## src/rtl/alu_pipe_if.sv

```systemverilog
// rtl/alu_pipe_if.sv - issue/consume handshake bundle for alu_pipe
interface alu_pipe_if #(
  parameter int WIDTH = 32
);
  logic             in_valid;
  logic             in_ready;
  logic [WIDTH-1:0] a;
  logic [WIDTH-1:0] b;
  logic [2:0]       op;
  logic             out_valid;
  logic             out_ready;
  logic [WIDTH-1:0] result;
  logic             c;
  logic             n;
  logic             z;
  logic             v;
  logic             busy;

  modport master (
    output in_valid, a, b, op, out_ready,
    input  in_ready, out_valid, result, c, n, z, v, busy
  );

  modport slave (
    input  in_valid, a, b, op, out_ready,
    output in_ready, out_valid, result, c, n, z, v, busy
  );
endinterface

```

## src/rtl/alu_pipe.sv

```systemverilog
// rtl/alu_pipe.sv - registered ALU with valid/ready handshake and iterative multiply
module alu_pipe #(
  parameter int WIDTH  = 32,
  parameter bit MUL_EN = 1'b1
) (
  input logic       clk,
  input logic       reset,
  alu_pipe_if.slave bus
);
  localparam int M  = WIDTH - 1;
  localparam int SW = $clog2(WIDTH);
  localparam logic [SW-1:0] CNT_LAST = SW'(WIDTH - 1);

  typedef enum logic {IDLE, MUL} state_t;

  state_t           state;
  logic [SW-1:0]    cnt;
  logic [WIDTH-1:0] mcand;
  logic [WIDTH-1:0] mplier;
  logic [WIDTH-1:0] acc;
  logic [WIDTH-1:0] acc_next;
  logic [WIDTH-1:0] res_q;
  logic             c_q, n_q, z_q, v_q;
  logic             ov_q;
  logic             busy_q;

  logic [WIDTH:0]   sum;
  logic [WIDTH-1:0] alu_res;
  logic             alu_c;
  logic             alu_v;
  logic             in_fire;
  logic             is_mul;

  assign is_mul       = MUL_EN && (bus.op == 3'b111);
  assign bus.in_ready = (state == IDLE) && (!ov_q || bus.out_ready);
  assign in_fire      = bus.in_valid && bus.in_ready;
  assign acc_next     = acc + (mplier[0] ? mcand : '0);

  assign bus.out_valid = ov_q;
  assign bus.result    = res_q;
  assign bus.c         = c_q;
  assign bus.n         = n_q;
  assign bus.z         = z_q;
  assign bus.v         = v_q;
  assign bus.busy      = busy_q;

  always_comb begin
    sum     = '0;
    alu_res = '0;
    alu_c   = 1'b0;
    alu_v   = 1'b0;
    case (bus.op)
      3'b000: begin
        sum     = {1'b0, bus.a} + {1'b0, bus.b};
        alu_res = sum[WIDTH-1:0];
        alu_c   = sum[WIDTH];
        alu_v   = (bus.a[M] == bus.b[M]) && (alu_res[M] != bus.a[M]);
      end
      3'b001: begin
        // subtract as a + ~b + 1 so carry reads as "no borrow"
        sum     = {1'b0, bus.a} + {1'b0, ~bus.b} + (WIDTH+1)'(1);
        alu_res = sum[WIDTH-1:0];
        alu_c   = sum[WIDTH];
        alu_v   = (bus.a[M] != bus.b[M]) && (alu_res[M] != bus.a[M]);
      end
      3'b010:  alu_res = bus.a & bus.b;
      3'b011:  alu_res = bus.a | bus.b;
      3'b100:  alu_res = bus.a ^ bus.b;
      3'b101:  alu_res = {{(WIDTH-1){1'b0}}, ($signed(bus.a) < $signed(bus.b))};
      3'b110:  alu_res = bus.a << bus.b[SW-1:0];
      default: alu_res = '0;
    endcase
  end

  always_ff @(posedge clk or posedge reset) begin
    if (reset) begin
      state  <= IDLE;
      cnt    <= '0;
      mcand  <= '0;
      mplier <= '0;
      acc    <= '0;
      res_q  <= '0;
      c_q    <= 1'b0;
      n_q    <= 1'b0;
      z_q    <= 1'b0;
      v_q    <= 1'b0;
      ov_q   <= 1'b0;
      busy_q <= 1'b0;
    end else begin
      case (state)
        IDLE: begin
          if (in_fire) begin
            if (is_mul) begin
              mcand  <= bus.a;
              mplier <= bus.b;
              acc    <= '0;
              cnt    <= '0;
              busy_q <= 1'b1;
              ov_q   <= 1'b0;
              state  <= MUL;
            end else begin
              res_q <= alu_res;
              c_q   <= alu_c;
              n_q   <= alu_res[M];
              z_q   <= (alu_res == '0);
              v_q   <= alu_v;
              ov_q  <= 1'b1;
            end
          end else if (ov_q && bus.out_ready) begin
            ov_q <= 1'b0;
          end
        end
        MUL: begin
          // one multiplier bit per cycle, LSB first
          acc    <= acc_next;
          mcand  <= mcand << 1;
          mplier <= mplier >> 1;
          cnt    <= cnt + 1'b1;
          if (cnt == CNT_LAST) begin
            res_q  <= acc_next;
            c_q    <= 1'b0;
            n_q    <= acc_next[M];
            z_q    <= (acc_next == '0);
            v_q    <= 1'b0;
            ov_q   <= 1'b1;
            busy_q <= 1'b0;
            cnt    <= '0;
            state  <= IDLE;
          end
        end
      endcase
    end
  end
endmodule

```

## src/flat_wrapper.sv

```systemverilog
// flat-port wrapper written by rule: the top's interface ports become plain ports
module alu_pipe_flat 
#(
  parameter int WIDTH  = 32,
  parameter bit MUL_EN = 1'b1
)
  (clk, reset, bus_in_valid, bus_a, bus_b, bus_op, bus_out_ready, bus_in_ready, bus_out_valid, bus_result, bus_c, bus_n, bus_z, bus_v, bus_busy);
  alu_pipe_if #(.WIDTH(WIDTH)) bus_i ();
  input logic clk;
  input logic reset;
  input wire logic [$bits(bus_i.in_valid)-1:0] bus_in_valid;
  input wire logic [$bits(bus_i.a)-1:0] bus_a;
  input wire logic [$bits(bus_i.b)-1:0] bus_b;
  input wire logic [$bits(bus_i.op)-1:0] bus_op;
  input wire logic [$bits(bus_i.out_ready)-1:0] bus_out_ready;
  output wire logic [$bits(bus_i.in_ready)-1:0] bus_in_ready;
  output wire logic [$bits(bus_i.out_valid)-1:0] bus_out_valid;
  output wire logic [$bits(bus_i.result)-1:0] bus_result;
  output wire logic [$bits(bus_i.c)-1:0] bus_c;
  output wire logic [$bits(bus_i.n)-1:0] bus_n;
  output wire logic [$bits(bus_i.z)-1:0] bus_z;
  output wire logic [$bits(bus_i.v)-1:0] bus_v;
  output wire logic [$bits(bus_i.busy)-1:0] bus_busy;
  assign bus_i.in_valid = bus_in_valid;
  assign bus_i.a = bus_a;
  assign bus_i.b = bus_b;
  assign bus_i.op = bus_op;
  assign bus_i.out_ready = bus_out_ready;
  assign bus_in_ready = bus_i.in_ready;
  assign bus_out_valid = bus_i.out_valid;
  assign bus_result = bus_i.result;
  assign bus_c = bus_i.c;
  assign bus_n = bus_i.n;
  assign bus_z = bus_i.z;
  assign bus_v = bus_i.v;
  assign bus_busy = bus_i.busy;
  alu_pipe #(.WIDTH(WIDTH), .MUL_EN(MUL_EN)) u_core (.clk(clk), .reset(reset), .bus(bus_i));
endmodule
```

## config.mk

```make
export PLATFORM = sky130hd
export DESIGN_NAME = alu_pipe_flat
export DESIGN_NICKNAME = d
export VERILOG_FILES = /design/src/rtl/alu_pipe_if.sv /design/src/rtl/alu_pipe.sv /design/src/flat_wrapper.sv
export SDC_FILE = /design/constraint.sdc
export NUM_CORES = 1
export LEC_CHECK = 0
export CAP_MARGIN = 20
export CORE_ASPECT_RATIO = 1.2
export CORE_MARGIN = 8
export CORE_UTILIZATION = 55
export CTS_BUF_LIST = sky130_fd_sc_hd__clkbuf_8
export DETAILED_ROUTE_END_ITERATION = 6
export PLACE_DENSITY = 0.72
export SKIP_CTS_REPAIR_TIMING = 1
export SLEW_MARGIN = 20
export SYNTH_ARGS = -nofsm -noshare
export SYNTH_HDL_FRONTEND = slang
export SYNTH_SLANG_ARGS = --single-unit
```

## constraint.sdc

```tcl
create_clock -name clk -period 5.97 [get_ports clk]
set_input_delay 1.194 -clock clk [delete_from_list [all_inputs] [get_ports clk]]
set_output_delay 1.194 -clock clk [all_outputs]
set_load 0.03 [all_outputs]
```

==> metrics.md <==
| Metric | Value |
|---|---|
| Endpoint of the worst hold path | u_core.bus.result[8] |
| Initial drt markers | 2,380 |
| Deepest clock path buffer count | 2 |
| Total setup violations reported at the end of the flow | 0 |
| Number of nets produced by synthesis | approximately 2,300 |
| Max Clock Freq | approximately 0.19 GHz |
| Max Slew Vio Count | 0 |
| Crit-path max FO | 16 |
| Ys async rst share | 100% |
| Sequential fraction of the synthesis area | between 20% and 30% |
| Clock tree root driver cell | sky130_fd_sc_hd__clkbuf_8 |
| Number of warnings issued by yosys | 0 |
| Simple-gate portion of the synthesized area | a little over a fifth |
| TritonRoute pass-1 iters | 7 |
| Avg Inst Size Synth | 7.79 sq um |
| Flop-to-flop setup slack | 910 ps |
| Fraction of met1 tracks used by global routing | 46.6% |
| Area of the die | about 35,000 sq um |
| Min-delay src | u_core.bus.result[8] |
| Number of nets still failing antenna checks after routing | 0 |
| Number of buffers inserted by port buffering | about 110 |
| Most used standard cell by instance count after synthesis | sky130_fd_sc_hd__nand2_1 |
| Largest net degree at the start of global routing | 102 |
| Total number of H-tree levels | 4 |
| Kind of critical path | in2reg |
| Post-Synthesis Cells | just over 2,000 |
| Fraction of post-synthesis cell area in the top cell type by area | between 20% and 30% |
| Final instance area | ~18,000 sq um |
| Data arrival, critical path | roughly 5700 ps |
| Netlist area before placement | between 15,000 and 20,000 sq um |
| Met2 track utilization from global routing | just over 60% |
| Aggregate global-route resource usage | between 30 and 40% |
| Main combinational cell family by area after synthesis | compound AO/OA/AOI/OAI gates |
| Violations in the final reports | design-rule violations |
| Sort of element at the start of the critical path | input pin |
| RSZ-0062 raised after global routing | false |
| Layout area overhead | 13.7% |
| Run status | finished with violations |
| Number of buffers created by CTS | 17 |
| Total DRC errors in the routed layout | 7 |
| GR Layer Usage met3 | about 8.7% |
| Number of global-route vias before repair | about 17,000 |
| Area after DPL | about 18,000 sq um |
| Fraction of synthesized area in multiplexers | 8.11% |
| Antenna cell count | 0 |
| EDFF count, synth | 0 |
| Post-synth top flop | sky130_fd_sc_hd__dfrtp_1 |
| Count of cells along the worst register-to-register path | 15 |
| Hold depth | 1 |
| Slew @ Worst Pin | a little under 1000 ps |
| Number of nets at the end of the flow | around 2,400 |
| Worst slew margin | about a third |
| Area leader, netlist | sky130_fd_sc_hd__dfrtp_1 |
| Maximum ir drop on the vdd rail | about 0.28 mV |
| Leakage power total | around 0.008 uW |
| I/O pin count | 110 |
| Reg2Reg Launch Point | u_core.mplier[0] |
| Power per standard cell area | around 370 nW/um^2 |
| Required time reported for the critical path endpoint | roughly 6400 ps |
| Number of endpoints with negative hold slack in the final report | 0 |
| Adder-cell area share of the yosys netlist | between 10% and 20% |
| Type of the worst min-delay path | reg2reg |
| Post-route setup TNS | 0 ps |
| End of the worst register-to-register path | u_core.bus.z |
| Synth cell types | 99 |
| Starting utilization of the core area | a little under three fifths |
| Site row count | 68 |
| Clock-pin slew reported for the worst setup and hold paths after clock tree synthesis | 90 ps |
| Share of post-route cells with drive strength above 1 | about a tenth |
| Most common library cells after synthesis | sky130_fd_sc_hd__nand2_1, sky130_fd_sc_hd__nor2_1, sky130_fd_sc_hd__a21oi_1 |
| GRT Max-Usage Layer | met2 |
| Post-DP HPWL | roughly 53 mm |
| Time the final worst path needs with I/O delays and setup | 5250 ps |
| Std-Cell Core Area | 28,800 sq um |
| Post-synthesis xor/xnor area fraction | approximately 1.9% |
| Top cells by area, synth | sky130_fd_sc_hd__dfrtp_1, sky130_fd_sc_hd__ha_1, sky130_fd_sc_hd__nand2_1, sky130_fd_sc_hd__nor2_1, sky130_fd_sc_hd__a21oi_1 |
| Routability cong. | around 1.1 |
| Clock tree from TritonCTS | done |
| CTS sink count | between 100 and 150 |
| Detailed-route wire length per cell | around 27 um |
| Height of the chip | roughly 200 um |
| Die extent in x | ~170 um |
| Final wirelength | 68.5 mm |
| Vias per std cell | roughly 7 |
| Latest clock arrival within the worst-skew pair | roughly 500 ps |
| Detailed-route via count | ~18,000 |
| Share of the clock period used by the worst path after layout | 88.0% |
| CP endpoint kind | flip-flop |
| Final clock skew | about 25 ps |
| Number of maximum-capacitance constraint violations | 0 |
| Number of synthesized register bits | about 140 |
| Complex-gate fraction of the synthesized area | between 20 and 30% |
| Wire length of the first global-routing pass | 103 mm |
| Overflow after GRT | 0 |
| Number of antenna violations at the first check in global routing | 1 |
## metal layers
metal	part of all wire, %	vias up
met2	46	1163
met4	6.7	2
met3	9.9	281
met1	37	8549
li1	-	7830
met5	0.050	-
## layout make-up
| type | instances | area (sq um) |
|---|---|---|
| Clock buffer | 17 | 234 |
| Multi-Input combinational cell | 1687 | 11700 |
| Timing Repair Buffer | 204 | 1780 |
| Clock inverter | 15 | 191 |
| Fill cell | 2590 | 10500 |
| Inverter | 108 | 413 |
| Sequential cell | 139 | 3480 |
| Tap cell | 385 | 482 |
## metrics by stage
stage | std cells | util [%] | hold slack [ps] | worst slack [ps] | power, uW
6_report | 2555 | 63.6 | 495 | 719 | 6770
3_3_place_gp | 2523 | 62.1 | 454 | 252 | 5660
2_1_floorplan | 2065 | - | 452 | 1040 | 4380
3_5_place_dp | 2523 | 62.1 | 470 | 274 | 5770
5_1_grt | 2555 | 63.6 | 524 | 461 | 7170
4_1_cts | 2555 | 63.6 | 492 | 779 | 6670
## report_power, final
group	total, uW	internal [uW]	switching, uW	leakage, uW
clock network	884	398	486	0.000220
registers	1710	1360	343	0.00165
logic	4180	1560	2620	0.00607
total	6770	3320	3450	0.00793
## worst max-delay path, cell delays in order
cell and delay (ps):
sky130_fd_sc_hd__clkdlybuf4s50_1 870, sky130_fd_sc_hd__inv_1 100, sky130_fd_sc_hd__ha_1 310, sky130_fd_sc_hd__buf_4 210
sky130_fd_sc_hd__nor2_1 310, sky130_fd_sc_hd__nand2_1 120, sky130_fd_sc_hd__o211ai_1 250, sky130_fd_sc_hd__o31ai_1 190
sky130_fd_sc_hd__a221o_1 390, sky130_fd_sc_hd__a21oi_1 350, sky130_fd_sc_hd__or4bb_1 440, sky130_fd_sc_hd__nor4_1 230
sky130_fd_sc_hd__buf_4 180, sky130_fd_sc_hd__nand4b_1 120, sky130_fd_sc_hd__nor4_2 260, sky130_fd_sc_hd__a211o_1 140
## worst max-delay path by stage
stage | from | end | slack, ps | depth (start not counted)
final | bus_a[12] | u_core.bus.z | 720 | 16
after CTS | bus_b[9] | u_core.bus.z | 780 | 15
after global routing | bus_b[10] | u_core.bus.z | 460 | 15
after floorplan | bus_b[1] | u_core.bus.z | 1040 | 16
after global placement | bus_a[0] | u_core.bus.z | 250 | 16
after detailed placement | bus_b[9] | u_core.bus.z | 270 | 15
## placed cells by master, fill, tap and decap left out, types with 12 or more instances in the layout
cell type,instances
sky130_fd_sc_hd__a211oi_1,23
sky130_fd_sc_hd__nor3_1,38
sky130_fd_sc_hd__xor2_1,13
sky130_fd_sc_hd__a22oi_1,60
sky130_fd_sc_hd__mux4_2,24
sky130_fd_sc_hd__a31oi_1,22
sky130_fd_sc_hd__nand3_1,46
sky130_fd_sc_hd__and3_1,17
sky130_fd_sc_hd__mux2_2,18
sky130_fd_sc_hd__nor2b_1,21
sky130_fd_sc_hd__mux2i_1,43
sky130_fd_sc_hd__o21bai_1,20
sky130_fd_sc_hd__o31ai_1,25
sky130_fd_sc_hd__clkbuf_8,17
sky130_fd_sc_hd__o21a_1,13
sky130_fd_sc_hd__a21o_1,23
sky130_fd_sc_hd__a21oi_1,148
sky130_fd_sc_hd__inv_1,103
sky130_fd_sc_hd__nand4_1,12
sky130_fd_sc_hd__a22o_1,17
sky130_fd_sc_hd__ha_1,147
sky130_fd_sc_hd__buf_4,95
sky130_fd_sc_hd__dfrtp_1,138
sky130_fd_sc_hd__and2_1,44
sky130_fd_sc_hd__o22ai_1,59
sky130_fd_sc_hd__nand2b_1,12
sky130_fd_sc_hd__xnor2_1,21
sky130_fd_sc_hd__nor2_1,222
sky130_fd_sc_hd__clkdlybuf4s50_1,105
sky130_fd_sc_hd__o211ai_1,34
sky130_fd_sc_hd__nand2_1,226
sky130_fd_sc_hd__o21ai_0,105
sky130_fd_sc_hd__nor4_1,19
## kinds of logic after synthesis
group	after synthesis
AO/OA/AOI/OAI	689
XOR/XNOR	34
adder cells (fa/ha/maj)	150
buffers and inverters	239
flip-flops	139
multiplexers	92
AND/OR/NAND/NOR	722
## flip-flops by register name, summed over array words and instances, names as in the netlist
signal and count:
u_core.acc 32, u_core.bus.v 1, u_core.bus.result 32, u_core.state 1, u_core.mplier 32, u_core.bus.z 1
u_core.cnt 5, u_core.bus.busy 1, u_core.bus.c 1, u_core.bus.out_valid 1, u_core.mcand 32
No activity file was read; power rests on OpenSTA's default activity.
